`src/rtl/rw_capture_fifo.sv`:
```
`default_nettype none
// ============================================================================
// Module      : rw_capture_fifo
// Description : Staged-write capture FIFO with registered pop response and
//               sticky protocol-violation flags.
// Revision    : 1.0 - initial release
// ============================================================================
module rw_capture_fifo #(
    parameter int WIDTH = 8,
    parameter int DEPTH = 4
) (
    input  logic                       clock,
    input  logic                       reset,
    input  logic                       read,
    input  logic                       write,
    input  logic                       ready,
    input  logic [WIDTH-1:0]           wdata,
    output logic [WIDTH-1:0]           rdata,
    output logic                       rvalid,
    output logic [$clog2(DEPTH+1)-1:0] count,
    output logic                       full,
    output logic                       empty,
    output logic                       overflow,
    output logic                       underflow,
    output logic                       stray_ready,
    output logic                       rw_conflict
);

    localparam int c_PTR_W = $clog2(DEPTH);
    localparam int c_CNT_W = $clog2(DEPTH + 1);

    logic [WIDTH-1:0]   mem_q [DEPTH];

    logic               stage_valid_q, stage_valid_d;
    logic [WIDTH-1:0]   stage_data_q,  stage_data_d;
    logic [c_PTR_W-1:0] wr_ptr_q,      wr_ptr_d;
    logic [c_PTR_W-1:0] rd_ptr_q,      rd_ptr_d;
    logic [c_CNT_W-1:0] count_q,       count_d;
    logic [WIDTH-1:0]   rdata_q,       rdata_d;
    logic               rvalid_q,      rvalid_d;
    logic               overflow_q,    overflow_d;
    logic               underflow_q,   underflow_d;
    logic               stray_ready_q, stray_ready_d;
    logic               rw_conflict_q, rw_conflict_d;

    logic               w_full;
    logic               w_empty;
    logic               w_conflict;
    logic               w_commit;
    logic               w_push;
    logic               w_pop;

    assign w_full  = (count_q == c_CNT_W'(DEPTH));
    assign w_empty = (count_q == '0);

    // A read/write collision cancels both captures but leaves a commit alone.
    assign w_conflict = read && write;
    assign w_commit   = ready && stage_valid_q;
    assign w_push     = w_commit && !w_full;
    assign w_pop      = read && !w_conflict && !w_empty;

    always_comb begin
        stage_valid_d = stage_valid_q;
        stage_data_d  = stage_data_q;
        wr_ptr_d      = wr_ptr_q;
        rd_ptr_d      = rd_ptr_q;
        count_d       = count_q;
        rdata_d       = rdata_q;
        rvalid_d      = 1'b0;
        overflow_d    = overflow_q;
        underflow_d   = underflow_q;
        stray_ready_d = stray_ready_q;
        rw_conflict_d = rw_conflict_q;

        // The old staged value commits before a same-cycle write reloads it.
        if (write && !w_conflict) begin
            stage_valid_d = 1'b1;
            stage_data_d  = wdata;
        end else if (w_commit) begin
            stage_valid_d = 1'b0;
        end

        if (w_push) begin
            wr_ptr_d = wr_ptr_q + c_PTR_W'(1);
        end
        if (w_pop) begin
            rdata_d  = mem_q[rd_ptr_q];
            rvalid_d = 1'b1;
            rd_ptr_d = rd_ptr_q + c_PTR_W'(1);
        end
        count_d = count_q + c_CNT_W'(w_push) - c_CNT_W'(w_pop);

        if (w_commit && w_full) begin
            overflow_d = 1'b1;
        end
        if (read && !w_conflict && w_empty) begin
            underflow_d = 1'b1;
        end
        if (ready && !stage_valid_q) begin
            stray_ready_d = 1'b1;
        end
        if (w_conflict) begin
            rw_conflict_d = 1'b1;
        end
    end

    always_ff @(posedge clock) begin
        if (reset) begin
            stage_valid_q <= 1'b0;
            stage_data_q  <= '0;
            wr_ptr_q      <= '0;
            rd_ptr_q      <= '0;
            count_q       <= '0;
            rdata_q       <= '0;
            rvalid_q      <= 1'b0;
            overflow_q    <= 1'b0;
            underflow_q   <= 1'b0;
            stray_ready_q <= 1'b0;
            rw_conflict_q <= 1'b0;
        end else begin
            stage_valid_q <= stage_valid_d;
            stage_data_q  <= stage_data_d;
            wr_ptr_q      <= wr_ptr_d;
            rd_ptr_q      <= rd_ptr_d;
            count_q       <= count_d;
            rdata_q       <= rdata_d;
            rvalid_q      <= rvalid_d;
            overflow_q    <= overflow_d;
            underflow_q   <= underflow_d;
            stray_ready_q <= stray_ready_d;
            rw_conflict_q <= rw_conflict_d;
        end
    end

    // Storage is deliberately left out of reset; count and pointers gate it.
    always_ff @(posedge clock) begin
        if (!reset && w_push) begin
            mem_q[wr_ptr_q] <= stage_data_q;
        end
    end

    assign rdata       = rdata_q;
    assign rvalid      = rvalid_q;
    assign count       = count_q;
    assign full        = w_full;
    assign empty       = w_empty;
    assign overflow    = overflow_q;
    assign underflow   = underflow_q;
    assign stray_ready = stray_ready_q;
    assign rw_conflict = rw_conflict_q;

endmodule
`default_nettype wire
```
`config.mk`:
```
export PLATFORM = sky130hd
export DESIGN_NAME = rw_capture_fifo
export DESIGN_NICKNAME = d
export VERILOG_FILES = /design/src/rtl/rw_capture_fifo.sv
export SDC_FILE = /design/constraint.sdc
export NUM_CORES = 1
export LEC_CHECK = 0
export ABC_AREA = 0
export ABC_CLOCK_PERIOD_IN_PS = 7000
export BUFFER_PORTS_ARGS = -buffer_cell sky130_fd_sc_hd__buf_4
export CAP_MARGIN = 20
export CELL_PAD_IN_SITES_DETAIL_PLACEMENT = 0
export CELL_PAD_IN_SITES_GLOBAL_PLACEMENT = 1
export CORE_ASPECT_RATIO = 0.7
export CORE_MARGIN = 5
export CORE_UTILIZATION = 49
export CTS_CLUSTER_DIAMETER = 80
export DETAILED_ROUTE_END_ITERATION = 10
export PLACE_DENSITY_LB_ADDON = 0.2
export RECOVER_POWER = 25
export SLEW_MARGIN = 20
export SYNTH_ARGS = -nofsm -noshare
export SYNTH_HDL_FRONTEND = slang
export SYNTH_SLANG_ARGS = --single-unit
```
`constraint.sdc`:
```
create_clock -name clock -period 7 [get_ports clock]
set_input_delay 1.4 -clock clock [delete_from_list [all_inputs] [get_ports clock]]
set_output_delay 1.4 -clock clock [all_outputs]
set_load 0.005 [all_outputs]
```
==> reports/qor.csv <==
metric;value;unit
synth_mux_area_frac;0.0743;
start_kind;primary input;
synth_top_family_by_area;simple AND/OR/NAND/NOR gates;
skew;0.00724;ns
nets;236;
crit_buf_inv;2;
cts.clk_slew.worst_paths;0.07;ns
vias;1413;
netlist_top_cells_area;edfxtp_1 (40%), dfxtp_1 (24%), mux4_2 (7.4%), a21oi_1 (3.7%), ha_1 (3.1%);
ys_warn_count;0;
status;completed;
cpMaxStageDelayCell;fa_1;
clock_sinks;61;
h-tree-depth;3;
yosysSeqAreaShare;0.636;
synth_compound_area_frac;0.0914;
ys_ff_latch;61;
netlist_area;0.00242;mm2
grt_pass1_wl;6.69;mm
tightest_slew;0.708;ns
ir_worst_vdd;0.160;mV
core;0.00478;mm2
dpl.cell_count;274;
num_rows;21;
viasPerCell;4.87;
max_freq;326;MHz
synth-simple-area-share;0.107;
clk_path_buf_depth;2;
setup_tns;0;ns
setup_ws;3.93;ns
finalMaxSlewViolations;0;
period_minus_slack;3.07;ns
crit_chain;buf_4, nand2b_1, nor2_1, ha_1, inv_1, ha_1, fa_1, xnor2_1, xnor2_1, nor2_1;
routed_wl;4.13;mm
synth-edff-count;32;
cts_hold_buf;0;
antenna_found_initial;0;
fp.dieH;68.8;um
finalCoreUtilization;0.607;
fp.dieW;94.1;um
async_flop_share;0;
worst_slew_margin_rel;0.527;
reg2reg_setup_slack;4.39;ns
synth_fa_ha_area_frac;0.0392;
ant_nets;0;
synth_xor_area_frac;0.00723;
yosys.area.top_type;edfxtp_1;
clockRootBuffer;clkbuf_8;
cts_resized;0;
grt_overflow;0;
power_density;312;mW/mm2
dieArea;0.00648;mm2
cts_tree;yes;
post-place-ws;3.55;ns
first_global_vias;1319;
syn_inst;186;
drcViolationCount;0;
postCtsSetupRepairBufs;0;
critPathTopFamily;adder cells;
synth.most_common_cell;edfxtp_1;
synth_top_flop_cell;edfxtp_1;
post-route-period-util;0.438;
power.leakage;1.05;nW
syn_to_final_growth;19.8;%
firstDrtPassIters;4;
io_pins;31;
hold_violations;0;
yosysTopAreaCellShare;0.396;
cp_data_required_time;7.22;ns
drive_above_1_share;0.285;
start_util;0.507;
max_stage_delay;0.38;ns
hp-class;register to register;
port_buffers;30;
syn-num-nets;206;
cp_max_fo;12;
instances_no_fill;290;
synth_cell_type_count;31;
clk_latency;0.35;ns
grt_max_degree;32;
holdWs;0.471;ns
fillCellCount;393;
cts_buffers;9;
worstSetupPathType;primary input to register;
yosys-top-cells-count;edfxtp_1 (32), dfxtp_1 (29), a21oi_1 (18);
syn_area_per_cell;13.0;um2
arrival;3.29;ns
drv_cap;0;
grt_usage;0.149;
diodes;0;
detail_route.wl_per_cell;14.2;um
initialDrtViolationCount;93;
hpwl;2.89;mm
end_kind;register;
rsz0062_at_grt;false;
setup_violations;0;
place.gp.congestion;0.752;
==> cell type report <==
class,count,area [um2],area share
clock buffers,10,149,0.0513
repair buffers,30,225,0.0776
multi-input cells,106,774,0.267
clock inverters,6,92.6,0.0319
well taps,69,86.3,0.0297
inverters,8,35.0,0.0121
flip-flops and latches,61,1540,0.531
==> state kept, by name, indices dropped and copies added (netlist names) <==
name / count
mem_q: 32
rdata: 8
stage_data_q: 8
count: 3
rd_ptr_q: 2
wr_ptr_q: 2
overflow: 1
rvalid: 1
rw_conflict: 1
stage_valid_q: 1
stray_ready: 1
underflow: 1
==> routing by layer <==
metal	GRT usage	routed length (um)	vias up
met4	0.0595	62	0
met1	0.189	1860	637
met5	0	0	-
met3	0.0889	406	7
li1	-	-	722
met2	0.208	1800	47
==> report_power, final <==
group | internal [mW] | switching [mW] | leakage (nW) | total (mW)
Combinational | 0.0622 | 0.0654 | 0.393 | 0.128
Clock | 0.224 | 0.143 | 0.122 | 0.367
Sequential | 0.393 | 0.0190 | 0.532 | 0.412
==> layout by cell type (no fill, tap or decap) <==
cell type  Yosys  routed
a21oi_1       18      18
a21oi_2        6       6
a311oi_2       1       1
a31o_1         1       1
and2_1         5       5
buf_4          1      30
bufinv_16      0       2
clkbuf_16      0       1
clkbuf_8       0       9
clkinv_4       1       4
dfxtp_1       29      29
edfxtp_1      32      32
fa_1           1       1
ha_1           6       6
inv_1          7       7
inv_4          0       1
mux4_2         8       8
nand2_1       17      17
nand2b_1       4       4
nand3_1        8       8
nand3b_1       1       1
nor2_1         7       7
nor2b_1        4       4
nor3_1         2       2
nor3b_2        1       1
o21ai_0        4       4
o21ai_1        7       7
or3_1          3       3
xnor2_1        2       2
==> path summary, 6_finish.rpt <==
path	from	end	cells past startpoint
max	write	count[2]	10
min	stray_ready	stray_ready	2
max reg2reg	count[1]	count[2]	10
min reg2reg	stray_ready	stray_ready	2
==> worst min-delay path, cell delays in order (launching register included) <==
cell and delay (ns):
dfxtp_1 0.33, a21oi_1 0.04, nor2_1 0.07
==> cells by family (layout without fill, tap and decap cells) <==
kind of cell	count (synthesis)	in the layout
AO/OA/AOI/OAI	37	37
XOR/XNOR	2	2
adder cells (fa/ha/maj)	7	7
buffers and inverters	19	54
flip-flops	61	61
multiplexers	8	8
AND/OR/NAND/NOR	52	52
==> per-stage QoR <==
stage,instance area (um2),total power [mW]
global route,2900,0.948
detailed placement,2660,0.550
floorplan,2420,0.523
finish,2900,0.907
global placement,2660,0.545
CTS,2900,0.916
Note: power is estimated with default switching activity, not from simulation.
